### config.mk
export PLATFORM = sky130hd
export DESIGN_NAME = instr_fetch_unit
export DESIGN_NICKNAME = d
export VERILOG_FILES = /design/src/rtl/instr_fetch_unit_pkg.sv /design/src/rtl/instr_fetch_unit_skid.sv /design/src/rtl/instr_fetch_unit.sv
export SDC_FILE = /design/constraint.sdc
export NUM_CORES = 1
export LEC_CHECK = 0
export BUFFER_PORTS_ARGS = -buffer_cell sky130_fd_sc_hd__buf_2
export CAP_MARGIN = 20
export CORE_ASPECT_RATIO = 0.6
export CORE_UTILIZATION = 35
export DETAILED_ROUTE_END_ITERATION = 16
export GPL_ROUTABILITY_DRIVEN = 0
export PLACE_DENSITY = 0.56
export RECOVER_POWER = 25
export SLEW_MARGIN = 20
export SYNTH_ARGS = -nofsm -noshare
export SYNTH_HDL_FRONTEND = slang
export SYNTH_HIERARCHICAL = 1
export SYNTH_SLANG_ARGS = --single-unit
### constraint.sdc
create_clock -name clk -period 2.1 [get_ports clk]
set_input_delay 0 -clock clk [delete_from_list [all_inputs] [get_ports clk]]
set_output_delay 0 -clock clk [all_outputs]
set_load 0.005 [all_outputs]
### src/rtl/instr_fetch_unit_pkg.sv
// -----------------------------------------------------------------------------
// instr_fetch_unit_pkg
// Shared definitions for the instruction fetch unit:
//   fetch_state_e  - FSM state encoding (IDLE / FETCH / HOLD)
//   PC_INCREMENT   - byte distance between sequential instructions
//   NOP_INSTR      - value the IF/ID instruction register resets to
// -----------------------------------------------------------------------------
package instr_fetch_unit_pkg;

    typedef enum logic [1:0] {
        ST_IDLE  = 2'd0,
        ST_FETCH = 2'd1,
        ST_HOLD  = 2'd2
    } fetch_state_e;

    localparam int unsigned PC_INCREMENT = 4;
    localparam int unsigned NOP_INSTR    = 0;

endpackage

### src/rtl/instr_fetch_unit_skid.sv
// -----------------------------------------------------------------------------
// fetch_skid_buffer
// One-entry buffer that parks a memory response when the IF/ID register is
// occupied and stalled. The entry packs {instr, pc4} into W+N bits.
// Ports:
//   i_clk, i_rst_n       clock, asynchronous active-low reset
//   i_load               capture {i_instr, i_pc4}
//   i_drain              entry consumed by IF/ID, buffer empties
//   i_flush              discard entry (highest priority)
//   o_valid              entry is occupied
//   o_instr, o_pc4       stored entry fields
// -----------------------------------------------------------------------------
module fetch_skid_buffer #(
    parameter int N = 32,
    parameter int W = 32
) (
    input  logic         i_clk,
    input  logic         i_rst_n,
    input  logic         i_load,
    input  logic [W-1:0] i_instr,
    input  logic [N-1:0] i_pc4,
    input  logic         i_drain,
    input  logic         i_flush,
    output logic         o_valid,
    output logic [W-1:0] o_instr,
    output logic [N-1:0] o_pc4
);

    logic             r_valid;
    logic [W+N-1:0]   r_entry;

    always_ff @(posedge i_clk or negedge i_rst_n) begin
        if (!i_rst_n) begin
            r_valid <= 1'b0;
            r_entry <= '0;
        end else if (i_flush) begin
            r_valid <= 1'b0;
        end else if (i_load) begin
            r_valid <= 1'b1;
            r_entry <= {i_instr, i_pc4};
        end else if (i_drain) begin
            r_valid <= 1'b0;
        end
    end

    assign o_valid = r_valid;
    assign o_instr = r_entry[W+N-1:N];
    assign o_pc4   = r_entry[N-1:0];

endmodule

### src/rtl/instr_fetch_unit.sv
// -----------------------------------------------------------------------------
// instr_fetch_unit
// Instruction fetch stage: issues requests to instruction memory at the
// current PC, computes the next PC, and fills the IF/ID pipeline register.
// A one-entry skid buffer absorbs a response that arrives while decode is
// stalled; redirects (branches/jumps) flush IF/ID and steer the next PC.
//
// Ports:
//   clk, reset                 clock, asynchronous active-low reset
//   pc_value / new_pc          current PC in, next PC out (combinational)
//   redirect, redirect_pc      taken branch/jump and its target
//   imem_req, imem_addr        memory request (addr == pc_value)
//   imem_ready, imem_rdata     memory handshake and instruction data
//   if_id_stall                decode cannot accept a new instruction
//   if_id_valid/instr/pc4      IF/ID pipeline register
//
// Optional build macro FETCH_PERF_CNT_EN adds 32-bit counters:
//   fetch_count  accepted IF/ID loads
//   wait_count   cycles with imem_req=1 and imem_ready=0
// -----------------------------------------------------------------------------
module instr_fetch_unit
    import instr_fetch_unit_pkg::*;
#(
    parameter int N = 32,
    parameter int W = 32
) (
    input  logic         clk,
    input  logic         reset,
    input  logic [N-1:0] pc_value,
    output logic [N-1:0] new_pc,
    input  logic         redirect,
    input  logic [N-1:0] redirect_pc,
    output logic         imem_req,
    output logic [N-1:0] imem_addr,
    input  logic         imem_ready,
    input  logic [W-1:0] imem_rdata,
    input  logic         if_id_stall,
    output logic         if_id_valid,
    output logic [W-1:0] if_id_instr,
    output logic [N-1:0] if_id_pc4
`ifdef FETCH_PERF_CNT_EN
    ,
    output logic [31:0]  fetch_count,
    output logic [31:0]  wait_count
`endif
);

    fetch_state_e r_state;
    logic         r_imem_req;
    logic         r_pend_vld;
    logic [N-1:0] r_pend_pc;
    logic         r_if_id_valid;
    logic [W-1:0] r_if_id_instr;
    logic [N-1:0] r_if_id_pc4;

    logic [N-1:0] w_pc4;
    logic         w_xfer;
    logic         w_slot_busy;
    logic         w_discard;
    logic         w_fetch_load;
    logic         w_skid_load;
    logic         w_skid_drain;
    logic         w_ifid_load;
    logic         w_skid_valid;
    logic [W-1:0] w_skid_instr;
    logic [N-1:0] w_skid_pc4;
    logic [W-1:0] w_ifid_instr_d;
    logic [N-1:0] w_ifid_pc4_d;

    // Modulo 2^N increment; wrap-around is silent by design.
    assign w_pc4       = pc_value + N'(PC_INCREMENT);
    assign w_xfer      = r_imem_req & imem_ready;
    assign w_slot_busy = r_if_id_valid & if_id_stall;

    // A response is stale if a redirect is live or was seen while waiting.
    assign w_discard    = w_xfer & (redirect | r_pend_vld);
    assign w_fetch_load = w_xfer & ~w_discard & ~w_slot_busy;
    assign w_skid_load  = w_xfer & ~w_discard &  w_slot_busy;
    assign w_skid_drain = (r_state == ST_HOLD) & ~if_id_stall & ~redirect;
    assign w_ifid_load  = w_fetch_load | w_skid_drain;

    assign w_ifid_instr_d = w_skid_drain ? w_skid_instr : imem_rdata;
    assign w_ifid_pc4_d   = w_skid_drain ? w_skid_pc4   : w_pc4;

    fetch_skid_buffer #(
        .N (N),
        .W (W)
    ) u_skid (
        .i_clk   (clk),
        .i_rst_n (reset),
        .i_load  (w_skid_load),
        .i_instr (imem_rdata),
        .i_pc4   (w_pc4),
        .i_drain (w_skid_drain),
        .i_flush (redirect),
        .o_valid (w_skid_valid),
        .o_instr (w_skid_instr),
        .o_pc4   (w_skid_pc4)
    );

    // Next-PC selection. The PC register has no enable, so every cycle that
    // does not advance must feed pc_value back, which also keeps imem_addr
    // stable while a request waits for imem_ready.
    always_comb begin
        new_pc = pc_value;
        unique case (r_state)
            ST_IDLE, ST_HOLD: begin
                if (redirect) new_pc = redirect_pc;
            end
            ST_FETCH: begin
                if (w_xfer) begin
                    if (redirect)        new_pc = redirect_pc;
                    else if (r_pend_vld) new_pc = r_pend_pc;
                    else                 new_pc = w_pc4;
                end
            end
            default: new_pc = pc_value;
        endcase
    end

    // Control FSM with registered request output.
    always_ff @(posedge clk or negedge reset) begin
        if (!reset) begin
            r_state    <= ST_IDLE;
            r_imem_req <= 1'b0;
            r_pend_vld <= 1'b0;
            r_pend_pc  <= '0;
        end else begin
            unique case (r_state)
                ST_IDLE: begin
                    r_state    <= ST_FETCH;
                    r_imem_req <= 1'b1;
                end
                ST_FETCH: begin
                    if (w_xfer) begin
                        r_pend_vld <= 1'b0;
                        if (w_skid_load) begin
                            r_state    <= ST_HOLD;
                            r_imem_req <= 1'b0;
                        end
                    end else if (redirect) begin
                        // Request must stay stable, so remember the target
                        // and apply it when the outstanding transfer completes.
                        r_pend_vld <= 1'b1;
                        r_pend_pc  <= redirect_pc;
                    end
                end
                ST_HOLD: begin
                    if (redirect || !if_id_stall) begin
                        r_state    <= ST_FETCH;
                        r_imem_req <= 1'b1;
                    end
                end
                default: begin
                    r_state    <= ST_IDLE;
                    r_imem_req <= 1'b0;
                end
            endcase
        end
    end

    // IF/ID register: flush beats load beats hold; an unstalled slot with
    // nothing new to load empties because decode consumed it.
    always_ff @(posedge clk or negedge reset) begin
        if (!reset) begin
            r_if_id_valid <= 1'b0;
            r_if_id_instr <= W'(NOP_INSTR);
            r_if_id_pc4   <= '0;
        end else if (redirect) begin
            r_if_id_valid <= 1'b0;
        end else if (w_ifid_load) begin
            r_if_id_valid <= 1'b1;
            r_if_id_instr <= w_ifid_instr_d;
            r_if_id_pc4   <= w_ifid_pc4_d;
        end else if (!if_id_stall) begin
            r_if_id_valid <= 1'b0;
        end
    end

`ifdef FETCH_PERF_CNT_EN
    logic [31:0] r_fetch_count;
    logic [31:0] r_wait_count;

    always_ff @(posedge clk or negedge reset) begin
        if (!reset) begin
            r_fetch_count <= '0;
            r_wait_count  <= '0;
        end else begin
            if (w_ifid_load)              r_fetch_count <= r_fetch_count + 32'd1;
            if (r_imem_req && !imem_ready) r_wait_count  <= r_wait_count + 32'd1;
        end
    end

    assign fetch_count = r_fetch_count;
    assign wait_count  = r_wait_count;
`endif

    assign imem_req    = r_imem_req;
    assign imem_addr   = pc_value;
    assign if_id_valid = r_if_id_valid;
    assign if_id_instr = r_if_id_instr;
    assign if_id_pc4   = r_if_id_pc4;

    // Skid occupancy mirrors the HOLD state; kept for visibility only.
    logic w_unused;
    assign w_unused = w_skid_valid;

endmodule

==> results.md <==
- Outcome: finished, violations left
- Violated checks: negative setup slack
- Combinational Power Share: roughly a quarter
- H-tree depth: 4
- Place WS: about 0.052 ns
- Peak VDD IR: 451 µV
- Pleak: 6.12 nW
- TritonRoute pass-1 iters: 5
- NetSw: between 2 and 3 mW
- WL/cell: about 20 µm
- Reg2Reg Setup Slack: -0.006 ns
- Final instance area: about 13,000 µm²
- Fin nets: about 1,400
- Pin count of the biggest net entering global routing: 73
- Worst setup EP type: flop
- HPWL Detailed: between 20 and 25 mm
- Worst r2r src: r_pend_vld
- Share of post-route cells with drive strength above 1: a little under two fifths
- CTS sink count: around 160
- Pint: 6.71 mW
- Clock slew at reported path FFs: 0.07 ns
- Final period utilization: 100%
- Syn_nets: 1,067
- Worst min-delay path class: input port to flop
- Detail Route Antenna Nets: 0
- Final setup viols: 8
- P&R area growth vs syn: 37.1%
- Clock buffers created by TritonCTS: 17
- Vias in the first global route: between 8,000 and 9,000
- # DRC: 0
- Initial antenna violation count: 0
- 1st-iter DRT viols: approximately 700
- CTS max path bufs: 2
- First-pass GRT wire length: about 49 mm
- Avg Inst Size Synth: 9.86 µm²
- Vias: ~8,900
- Final std cells w/o fill: 1,657
- Die Area: 27,900 µm²
- Gr ovfl total: 0
- Placement Rows: 46
- Critical Path AT: around 2.4 ns
- Worst clock skew: about 0.011 ns
- Area of the core: between 20,000 and 30,000 µm²
- R2R cell count: 6
- Max-Cap Viols: 0
- Global Route Usage Sum: approximately 23%
- CP Class: flop to flop
- CTS root buffer: clkbuf_16
- Tot Pwr: 9.58 mW
- P per Cell Area: approximately 730 nW/µm²
- CP required: 2.43 ns
- Post-Syn Area: 9510 µm²
- Switching Share: around 30%
- Diode count: 0
- Post-Route WL: 32.5 mm
- Hold wc startpoint: pc_value[18]
- Finished Core Util: between 40% and 50%
- Measured slew at the worst slew-check pin: 1.38 ns
- Final hold slack: approximately 0.047 ns
- RSZ-0062 raised after global routing: true
- Final-report max-slew violation count: 0
- Clock share of power: 32.2%
- Die width: 215 µm
- I/O pin cnt: approximately 230
- Starting Density: between 30% and 40%
- Synth warn: 6
- Cell total after placement: roughly 1,500
- Hold Path Sink: if_id_pc4[18]
- Cells after synthesis: between 900 and 1,000
- Achievable frequency: 475 MHz
- Clk_lat worst skew: 0.45 ns
- Reg-to-reg endpoint: u_skid/r_entry[20]
- CTS tree: done
- # port buffers: 230
- Worst-path fanout max: 8
- Crit path from: r_pend_vld
- Slew margin rel.: approximately 7.8%
- Vias per cell: 5.36
- Area after DPL: about 11,000 µm²
- Critical Path Source Type: flop
- Fin crit period: about 2.1 ns
- Total negative slack: -0.0225 ns
- Die Span Y: between 100 and 150 µm
- Seq pwr share: between 40% and 50%
- Worst setup margin: -0.00631 ns
- WHS Path Cells: 5
- Final Hold Vio Count: 0
## critical path, stage by stage (launching register included)
cell	delay (ns)
dfrtp_1	0.40
or4bb_4	0.60
nor2_4	0.12
nor2b_4	0.22
buf_12	0.19
clkbuf_16	0.17
mux2_4	0.29
## power groups by stage
stage                     Clock, mW  Combinational (mW)  Sequential [mW]
after floorplan                   0                1.23             4.10
after global placement            0                2.17             4.16
after detailed placement          0                2.21             4.16
after CTS                      3.19                2.35             4.11
after global routing           3.31                2.60             4.20
final                          3.08                2.37             4.12
## metal layers
| layer | share of wire (%) | global-route usage, % | wire (µm) |
|---|---|---|---|
| met1 | 49 | 34.9 | 15900 |
| met2 | 43 | 32.9 | 13900 |
| met3 | 7.3 | 5.24 | 2370 |
| met4 | 1.1 | 6.13 | 346 |
| met5 | 0 | 0 | 0 |
## how the worst max path moves through the flow
stage	end	slack, ns	depth (start not counted)
finish	u_skid/r_entry[20]	-0.006	6
global route	new_pc[14]	-0.06	8
CTS	new_pc[21]	-0.01	5
detailed placement	u_skid/r_entry[27]	0.05	6
global placement	if_id_valid	0.06	5
floorplan	u_skid/r_entry[0]	0.002	7
## final cells by class
type / count / area [µm²]
tap: 360 / 450
clock inverter: 14 / 125
sequential: 164 / 4110
fill: 2491 / 13500
inverter: 12 / 45.0
multi-input combinational: 678 / 4910
timing repair buffer: 411 / 2970
clock buffer: 18 / 439
## cells in the final DEF, fill, tap and decap left out, types with 10 or more instances in the layout
master	n
a21oi_1	26
a22oi_1	15
a31oi_1	34
buf_12	12
buf_2	219
buf_4	63
buf_6	13
clkbuf_1	23
clkbuf_16	21
dfrtp_1	163
dlygate4sd3_1	68
inv_1	10
mux2_2	36
mux2_4	64
mux2i_1	28
nand2_1	115
nand3_1	21
nand4_1	11
nor2_1	78
nor3_1	16
nor4_1	10
o21ai_0	31
o21ai_1	14
o221ai_1	10
o22ai_1	26
xor2_1	14
## state kept, by name, indices dropped and copies added (netlist names)
name            count
if_id_instr        32
if_id_pc4          32
if_id_valid         1
imem_req            1
r_pend_pc          32
r_pend_vld          1
r_state             1
u_skid/r_entry     64
## timing repair
action                                 in CTS  in global routing
setup buffers                               5                 11
pin swaps                                   2                 13
endpoints found under the hold margin     210                  0
gates resized for setup                    27                 55
setup endpoints to repair                  25                 82
cloned                                      1                  4
hold buffers                               68                  0
(Power assumes the default switching activity.)
